File: src/rtl/crypto_copro_regif_pkg.sv
// crypto_copro_pkg: shared constants for the crypto coprocessor register front-end.
//   - CTL / STAT bit positions
//   - FSM state type
//   - word-index helpers for the register map layout
package crypto_copro_pkg;

    // CTL fields
    localparam int CTL_START  = 0;
    localparam int CTL_FIRST  = 1;
    localparam int CTL_FINAL  = 2;
    localparam int CTL_IRQ_EN = 3;

    // STAT fields
    localparam int STAT_BUSY = 0;
    localparam int STAT_DONE = 1;
    localparam int STAT_ERR  = 2;

    typedef enum logic {
        ST_IDLE = 1'b0,
        ST_BUSY = 1'b1
    } state_e;

    // Word index of RES[0]; result bank follows the input banks.
    function automatic int res_idx(input int nb, input int nw);
        return nb * nw;
    endfunction

    function automatic int ctl_idx(input int nb, input int nw);
        return (nb + 1) * nw;
    endfunction

    function automatic int stat_idx(input int nb, input int nw);
        return ctl_idx(nb, nw) + 1;
    endfunction

endpackage

File: src/rtl/crypto_copro_regif_be_reg.sv
// regif_be_reg: 32-bit register with per-byte write enables.
//   clk_i, rst_ni : clock, async active-low reset (clears to 0)
//   i_we          : write strobe
//   i_be          : byte enables, byte b covers bits [8b+7:8b]
//   i_wdata       : write data
//   o_q           : stored value
module regif_be_reg (
    input  logic        clk_i,
    input  logic        rst_ni,
    input  logic        i_we,
    input  logic [3:0]  i_be,
    input  logic [31:0] i_wdata,
    output logic [31:0] o_q
);

    logic [31:0] r_q;

    always_ff @(posedge clk_i or negedge rst_ni) begin
        if (!rst_ni) begin
            r_q <= '0;
        end else if (i_we) begin
            for (int b = 0; b < 4; b++) begin
                if (i_be[b]) r_q[b*8 +: 8] <= i_wdata[b*8 +: 8];
            end
        end
    end

    assign o_q = r_q;

endmodule

File: src/rtl/crypto_copro_regif.sv
// crypto_copro_regif: memory-mapped register front-end for a multi-operand
// crypto coprocessor.
//   device_*      : device bus port; one-cycle registered response for every req
//   cp_operands_o : all input banks, bank b word w at [(b*NumWords+w)*32 +: 32]
//   cp_ld_o       : one-cycle start pulse; cp_first_o / cp_fb_o held while BUSY
//   cp_rdy_i      : core done strobe, cp_result_i captured into RES on it
//   irq_o         : STAT.DONE & CTL.IRQ_EN
// Map (word index): IN[b][w] = b*NumWords+w, RES[w] after the inputs,
// CTL = (NumInBanks+1)*NumWords, STAT = CTL+1.
module crypto_copro_regif
    import crypto_copro_pkg::*;
#(
    parameter int AddrWidth  = 32,
    parameter int RegAddr    = 8,
    parameter int NumInBanks = 3,
    parameter int NumWords   = 4
) (
    input  logic                             clk_i,
    input  logic                             rst_ni,
    input  logic                             device_req_i,
    input  logic [AddrWidth-1:0]             device_addr_i,
    input  logic                             device_we_i,
    input  logic [3:0]                       device_be_i,
    input  logic [31:0]                      device_wdata_i,
    output logic                             device_rvalid_o,
    output logic [31:0]                      device_rdata_o,
    output logic [NumInBanks*NumWords*32-1:0] cp_operands_o,
    output logic                             cp_ld_o,
    output logic                             cp_first_o,
    output logic                             cp_fb_o,
    input  logic                             cp_rdy_i,
    input  logic [NumWords*32-1:0]           cp_result_i,
    output logic                             irq_o
);

    localparam int IW  = RegAddr - 2;
    localparam int NIN = NumInBanks * NumWords;

    localparam logic [IW-1:0] IDX_RES  = IW'(res_idx(NumInBanks, NumWords));
    localparam logic [IW-1:0] IDX_CTL  = IW'(ctl_idx(NumInBanks, NumWords));
    localparam logic [IW-1:0] IDX_STAT = IW'(stat_idx(NumInBanks, NumWords));

    // Only FIRST/FINAL/IRQ_EN are stored; START always reads back as 0.
    localparam logic [31:0] CTL_RD_MASK = 32'h0000_000E;

    state_e                     r_state;
    logic                       r_ld;
    logic                       r_done;
    logic                       r_err;
    logic [NumWords-1:0][31:0]  r_res;
    logic                       r_rvalid;
    logic [31:0]                r_rdata;

    logic [IW-1:0]              w_idx;
    logic                       w_wr;
    logic                       w_rd;
    logic                       w_busy;
    logic [NIN-1:0]             w_in_hit;
    logic                       w_in_any;
    logic [NIN-1:0]             w_in_we;
    logic [NIN-1:0][31:0]       w_in_q;
    logic                       w_ctl_wr;
    logic                       w_stat_wr;
    logic                       w_start;
    logic                       w_ctl_chg;
    logic                       w_err_set;
    logic                       w_done_clr;
    logic                       w_err_clr;
    logic [31:0]                w_ctl_d;
    logic [31:0]                w_ctl_q;
    logic [31:0]                w_rdata;

    assign w_idx  = device_addr_i[RegAddr-1:2];
    assign w_wr   = device_req_i & device_we_i;
    assign w_rd   = device_req_i & ~device_we_i;
    assign w_busy = (r_state == ST_BUSY);

    always_comb begin
        w_in_hit = '0;
        for (int k = 0; k < NIN; k++) begin
            w_in_hit[k] = (w_idx == IW'(k));
        end
    end

    assign w_in_any  = |w_in_hit;
    // Operand banks are frozen while the core is consuming them.
    assign w_in_we   = w_in_hit & {NIN{w_wr & ~w_busy}};
    assign w_ctl_wr  = w_wr & (w_idx == IDX_CTL);
    assign w_stat_wr = w_wr & (w_idx == IDX_STAT);

    assign w_start    = w_ctl_wr & device_be_i[0] & device_wdata_i[CTL_START] & ~w_busy;
    assign w_done_clr = w_stat_wr & device_be_i[0] & device_wdata_i[STAT_DONE];
    assign w_err_clr  = w_stat_wr & device_be_i[0] & device_wdata_i[STAT_ERR];

    // A busy-time CTL write is an error if it restarts or tries to alter
    // FIRST/FINAL; rewriting them with their current values (e.g. to toggle
    // IRQ_EN alone) is harmless.
    assign w_ctl_chg = (device_wdata_i[CTL_FINAL:CTL_FIRST] != w_ctl_q[CTL_FINAL:CTL_FIRST]);
    assign w_err_set = w_busy & w_wr &
                       (w_in_any |
                        (w_ctl_wr & device_be_i[0] & (device_wdata_i[CTL_START] | w_ctl_chg)));

    // CTL next-value: IRQ_EN always writable, FIRST/FINAL held while BUSY.
    always_comb begin
        w_ctl_d             = '0;
        w_ctl_d[CTL_IRQ_EN] = device_wdata_i[CTL_IRQ_EN];
        w_ctl_d[CTL_FIRST]  = w_busy ? w_ctl_q[CTL_FIRST] : device_wdata_i[CTL_FIRST];
        w_ctl_d[CTL_FINAL]  = w_busy ? w_ctl_q[CTL_FINAL] : device_wdata_i[CTL_FINAL];
    end

    regif_be_reg u_in [NIN-1:0] (
        .clk_i   (clk_i),
        .rst_ni  (rst_ni),
        .i_we    (w_in_we),
        .i_be    (device_be_i),
        .i_wdata (device_wdata_i),
        .o_q     (w_in_q)
    );

    regif_be_reg u_ctl (
        .clk_i   (clk_i),
        .rst_ni  (rst_ni),
        .i_we    (w_ctl_wr),
        .i_be    (device_be_i),
        .i_wdata (w_ctl_d),
        .o_q     (w_ctl_q)
    );

    // FSM plus STAT bits. Clears are applied before sets so a same-cycle
    // set (core done, new error) wins over a W1C.
    always_ff @(posedge clk_i or negedge rst_ni) begin
        if (!rst_ni) begin
            r_state <= ST_IDLE;
            r_ld    <= 1'b0;
            r_done  <= 1'b0;
            r_err   <= 1'b0;
            r_res   <= '0;
        end else begin
            r_ld <= 1'b0;
            if (w_done_clr) r_done <= 1'b0;
            if (w_err_clr)  r_err  <= 1'b0;
            if (w_err_set)  r_err  <= 1'b1;
            case (r_state)
                ST_IDLE: begin
                    if (w_start) begin
                        r_state <= ST_BUSY;
                        r_ld    <= 1'b1;
                        r_done  <= 1'b0;
                    end
                end
                ST_BUSY: begin
                    if (cp_rdy_i) begin
                        r_state <= ST_IDLE;
                        r_res   <= cp_result_i;
                        r_done  <= 1'b1;
                    end
                end
            endcase
        end
    end

    always_comb begin
        w_rdata = '0;
        if (w_rd) begin
            for (int k = 0; k < NIN; k++) begin
                if (w_in_hit[k]) w_rdata = w_in_q[k];
            end
            for (int w = 0; w < NumWords; w++) begin
                if (w_idx == IDX_RES + IW'(w)) w_rdata = r_res[w];
            end
            if (w_idx == IDX_CTL) w_rdata = w_ctl_q & CTL_RD_MASK;
            if (w_idx == IDX_STAT) begin
                w_rdata[STAT_BUSY] = w_busy;
                w_rdata[STAT_DONE] = r_done;
                w_rdata[STAT_ERR]  = r_err;
            end
        end
    end

    always_ff @(posedge clk_i or negedge rst_ni) begin
        if (!rst_ni) begin
            r_rvalid <= 1'b0;
            r_rdata  <= '0;
        end else begin
            r_rvalid <= device_req_i;
            r_rdata  <= w_rdata;
        end
    end

    assign device_rvalid_o = r_rvalid;
    assign device_rdata_o  = r_rdata;
    assign cp_operands_o   = w_in_q;
    assign cp_ld_o         = r_ld;
    assign cp_first_o      = w_ctl_q[CTL_FIRST];
    assign cp_fb_o         = w_ctl_q[CTL_FINAL];
    assign irq_o           = r_done & w_ctl_q[CTL_IRQ_EN];

endmodule
File: config.mk
export PLATFORM = sky130hd
export DESIGN_NAME = crypto_copro_regif
export DESIGN_NICKNAME = d
export VERILOG_FILES = /design/src/rtl/crypto_copro_regif_pkg.sv /design/src/rtl/crypto_copro_regif_be_reg.sv /design/src/rtl/crypto_copro_regif.sv
export SDC_FILE = /design/constraint.sdc
export NUM_CORES = 1
export LEC_CHECK = 0
export BUFFER_PORTS_ARGS = -buffer_cell sky130_fd_sc_hd__buf_2
export CAP_MARGIN = 0
export CORE_MARGIN = 8
export CORE_UTILIZATION = 36
export DETAILED_ROUTE_END_ITERATION = 10
export MAX_ROUTING_LAYER = met4
export PLACE_DENSITY = 0.55
export SETUP_SLACK_MARGIN = 0.2
export SLEW_MARGIN = 40
export SYNTH_ARGS = -nofsm -noshare
export SYNTH_HDL_FRONTEND = slang
export SYNTH_HIERARCHICAL = 1
export SYNTH_SLANG_ARGS = --single-unit
File: constraint.sdc
create_clock -name clk_i -period 4.6 [get_ports clk_i]
set_input_delay 0.23 -clock clk_i [delete_from_list [all_inputs] [get_ports clk_i]]
set_output_delay 0.23 -clock clk_i [all_outputs]
set_load 0.05 [all_outputs]
Word level (Yosys, flattened, before mapping) --
Cells that the tools add are included.
Operators by class: eq/ne operators 18, muxes and demuxes 29, bitwise operators 20, reduce and logical (&&, ||, !) cells 54
Operators with widths (count):
- $mux W32 | 18
- $reduce_and A2 Y1 | 50
- $eq A6 B4 Y1 const B | 8
- $eq A6 B3 Y1 const B | 4
- $and A1 B1 Y1 | 15
- $and A12 B12 Y12 | 1
- $eq A6 B2 Y1 const B | 2
- $eq A6 B5 Y1 const B | 2
- $reduce_or A12 Y1 | 1
- $mux W1 | 8
- $eq A6 B1 Y1 const B | 1
- $logic_not A6 Y1 | 1
- $pmux W1 S2 | 2
- $mux W3 | 1
- $reduce_and A3 Y1 | 1
- $ne A2 B2 Y1 | 1
- $not A1 Y1 | 2
- $or A1 B1 Y1 | 2
- $reduce_bool A2 Y1 | 1
Word-level totals: flip-flop bits (word level) 552, input bits 201, output and inout port bits 421, logic and storage cells 181

Depth between registers and ports, before layout --
word-level depth 20, gate-level depth with buffers 10, depth with buffers taken out 6

Modules after synthesis --
Netlist, hierarchy kept.
By module, submodules not included:
- regif_be_reg | instances 13, cells each 68, area an instance 1186.1 µm², seq. area each 800.8 µm²
- crypto_copro_regif | instances 1, cells each 1106, area an instance 10712.8 µm², seq. area each 4129.0 µm²

Worst setup path after synthesis --
Ideal clock, no wire load.
kind input -> register, start input port device_addr_i[5], end register u_in[5].r_q[10], library setup time 125 ps, data arrival time 2225 ps, data required time 4475 ps, path slack 2250 ps, stages 7, path buffers 3, cells stage by stage buf_6 > or4b_1 > buf_2 > clkbuf_1 > nor3_1 > nand2_2 > mux2_2
Between the ends: word-level cells in the longest chain between the ends 3
Ends and longest elaborated chain:
- from (decl) | RTL line crypto_copro_regif.sv:21 | input logic [AddrWidth-1:0] device_addr_i,
- $eq A6 B3 Y1 | RTL line crypto_copro_regif.sv:81 | w_in_hit[k] = (w_idx == IW'(k));
- $and A12 B12 Y12 | RTL line crypto_copro_regif.sv:87 | assign w_in_we = w_in_hit & {NIN{w_wr & ~w_busy}};
- net w_in_we[5] | RTL line crypto_copro_regif.sv:60 | logic [NIN-1:0] w_in_we;
- $reduce_and A2 Y1 (no line)
- to (signal, indexed assignment) | RTL line crypto_copro_regif_be_reg.sv:23 | if (i_be[b]) r_q[b*8 +: 8] <= i_wdata[b*8 +: 8];
- to (decl) | RTL line crypto_copro_regif_be_reg.sv:16 | logic [31:0] r_q;
The timed path passes the listed nets, and every way through them passes these cells. A chain may end at the register's enable or synchronous reset.

Final worst setup path --
start input port device_addr_i[5], end register u_in[8].r_q[13]
Between the ends: word-level cells in the longest chain between the ends 3
Ends and longest elaborated chain (RTL line):
- $eq A6 B4 Y1 | crypto_copro_regif.sv:81
- $and A12 B12 Y12 | crypto_copro_regif.sv:87
- net w_in_we[8] | crypto_copro_regif.sv:60
- $reduce_and A2 Y1 (no line)
- to (signal, indexed assignment) | crypto_copro_regif_be_reg.sv:23
- to (decl) | crypto_copro_regif_be_reg.sv:16
The timed path passes the listed nets, and every way through them passes these cells.

==> impl_metrics.tcl <==
set metrics [dict create \
    min-delay-start "device_wdata_i[20]" \
    drt-initial-drc-count 1411 \
    floorplan.rows 96 \
    ctsRootBufferMaster "sky130_fd_sc_hd__clkbuf_16" \
    power_density_nw_per_um2 367 \
    final-max-slew-violation-count 0 \
    final.setup.tns_ns 0 \
    grt.met2_usage 0.493 \
    grt_first_pass_wirelength_um 162000 \
    antenna_viol_nets_final 0 \
    synthesis.nets 2129 \
    layout.nets 2875 \
    hold_viol_final 0 \
    capturing_element_type_of_the_critical_path "register" \
    clock_slew_seen_by_the_registers_of_the_worst_setup_and_hold_paths_ns 0.06 \
    post-layout-total-power_mw 12.0 \
    timing_worst_setup_path_type "primary input to register" \
    top_level_ports 622 \
    worst-endpoint-arrival_ns 3.26 \
    min_period_ns 2.74 \
    drt_pass1_iterations 7 \
    comb_power_share 0.151 \
    maximum_number_of_pins_on_one_net_before_global_route_repair 126 \
    first_global_vias 21800 \
    cts-buffers-inserted 61 \
    rr_startpoint "r_state" \
    grt_antenna_before_repair 8 \
    drt-total-wl_um 115000 \
    tritoncts_clock_tree "done" \
    unrepaired_setup_endpoints_after_global_routing "no" \
    port_buffers 595 \
    route.detailed.wl_per_inst_um 31.4 \
    netlist_area_um2 25100 \
    fp.coreArea_um2 68700 \
    power_leakage_nw 16.9 \
    effective_utilization_at_floorplan 0.365 \
    reg2regPathDepth 5 \
    finalWeightedCongestion 0.910 \
    vias 20400 \
    timing.clock.skew_ns 0.0205 \
    synth-warning-count 6 \
    die_area_um2 78300 \
    hold-path-cell-count 2 \
    vdd_drop_max_v 0.000348 \
    post_synthesis_cells 1928 \
    die_boundary_height_um 280 \
    path_max_fanout 20 \
    grtUsageMet3 0.0698 \
    worstPathRequired_ns 5.11 \
    final_worst_path_cycle_share 0.596 \
    pwr-share-seq 0.443 \
    fp.dieW_um 280 \
    clock-sinks 552 \
    switching_share 0.293 \
    h-tree-depth 2 \
    layout-drive-gt1-share 0.505 \
    syn_to_final_growth_pct 30.5 \
    post_cts.resized_instances 0 \
    slew_headroom 0.397 \
    gr-max-usage-layer "met2" \
    status "finished, final reports clean" \
    aggregate_global_routing_overflow 0 \
    timing.final.setup_violations 0 \
    grt.total_usage 0.292 \
    clk-insertion-delay-late_ns 0.63 \
    p_sw_mw 3.52 \
    internal-power_mw 8.49 \
    synth_area_per_cell_um2 13.0 \
    setup.worst_path.start_class "primary input" \
    grt_util_met1 0.344 \
    min-delay-path-class "primary input to register" \
    postCtsSetupRepairBufs 0 \
    clock_power_share 0.406 \
    worstMarginPinSlew_ns 0.904 \
    ff2ff_setup_slack_ns 2.01 \
    cts_buffer_depth 3 \
    drv.max_cap_violation_count 0 \
    place_hpwl_um 85000 \
    avgViaCountPerCell 5.58 \
    post-route-drc-count 0 \
    r2r-end "u_in[9]/o_q[6]" \
    hold-path-endpoint "u_in[1]/o_q[20]" \
    fmax_mhz 364 \
]
how the worst max path moves through the flow:
stage                           from                  to  slack, ns  cells past startpoint
finish              device_addr_i[5]     u_in[8]/o_q[13]       1.86                      7
global route        device_addr_i[5]     u_in[8]/o_q[16]       1.86                      7
CTS                 device_addr_i[5]     u_in[8]/o_q[20]       2.03                      7
detailed placement  device_addr_i[5]     u_in[8]/o_q[21]       1.36                      7
global placement    device_addr_i[3]  device_rdata_o[11]       1.23                      8
floorplan           device_addr_i[5]     u_in[5]/o_q[10]       2.25                      7
power by group through the flow:
stage	clock, mW	sequential (mW)	combinational, mW
floorplan	0	5.91	0.460
finish	4.87	5.33	1.81
global route	5.17	5.35	1.90
detailed placement	0	5.40	1.72
CTS	4.98	5.32	1.82
global placement	0	5.39	1.70
cell usage in the layout, fill, tap and decap left out, types with 29 or more instances in the layout:
cell and count:
sky130_fd_sc_hd__nor2_1 51, sky130_fd_sc_hd__buf_4 49, sky130_fd_sc_hd__mux2_2 545, sky130_fd_sc_hd__a21oi_1 74, sky130_fd_sc_hd__nand2_1 77, sky130_fd_sc_hd__dfrtp_1 552, sky130_fd_sc_hd__mux2i_1 49, sky130_fd_sc_hd__a221oi_1 29
sky130_fd_sc_hd__buf_2 592, sky130_fd_sc_hd__o21ai_0 114, sky130_fd_sc_hd__dlygate4sd3_1 138, sky130_fd_sc_hd__nand2_2 49, sky130_fd_sc_hd__clkbuf_16 61, sky130_fd_sc_hd__o22ai_1 48
metrics by stage:
stage | instance area (um^2) | util | cells | hold slack, ns | setup WS, ns
floorplan | 25100 | - | 1928 | -0.0656 | 2.25
global placement | 29300 | 0.426 | 3403 | 0.359 | 1.23
detailed placement | 29300 | 0.426 | 3403 | 0.365 | 1.36
CTS | 32600 | 0.475 | 3649 | 0.00624 | 2.03
global route | 32700 | 0.476 | 3658 | 0.0497 | 1.86
finish | 32700 | 0.476 | 3658 | 0.0537 | 1.86
area by class of cell:
cell class	count	area, um^2
fillers	6372	36000
multi-input cells	1267	10800
clock inverters	19	164
diodes	8	20.0
clock buffers	89	1800
flip-flops and latches	552	13800
repair buffers	787	4870
inverters	5	18.8
well taps	931	1160
layer usage:
| layer | vias to the layer above | part of all wire |
|---|---|---|
| met4 | 0 | 0.035 |
| met1 | 10700 | 0.40 |
| met5 | - | 0 |
| met2 | 795 | 0.50 |
| met3 | 182 | 0.069 |
| li1 | 8713 | - |
flip-flops by register name, indices dropped and copies added, names as in the netlist, 3 cells and up:
name            flops
device_rdata_o     32
r_res             128
u_ctl/o_q           3
u_in/o_q          384
timing repair:
| action | CTS | global route |
|---|---|---|
| endpoints found under the setup margin | 0 | 0 |
| hold buffers | 138 | 0 |
| endpoints found under the hold margin | 265 | 0 |
critical path, stage by stage:
cell	delay [ns]
sky130_fd_sc_hd__buf_2	0.38
sky130_fd_sc_hd__nor4b_2	0.32
sky130_fd_sc_hd__buf_4	0.24
sky130_fd_sc_hd__nand2_1	0.45
sky130_fd_sc_hd__nor2_1	0.85
sky130_fd_sc_hd__nand2_2	0.39
sky130_fd_sc_hd__mux2_2	0.38
No activity file was read; power rests on OpenSTA's default activity.
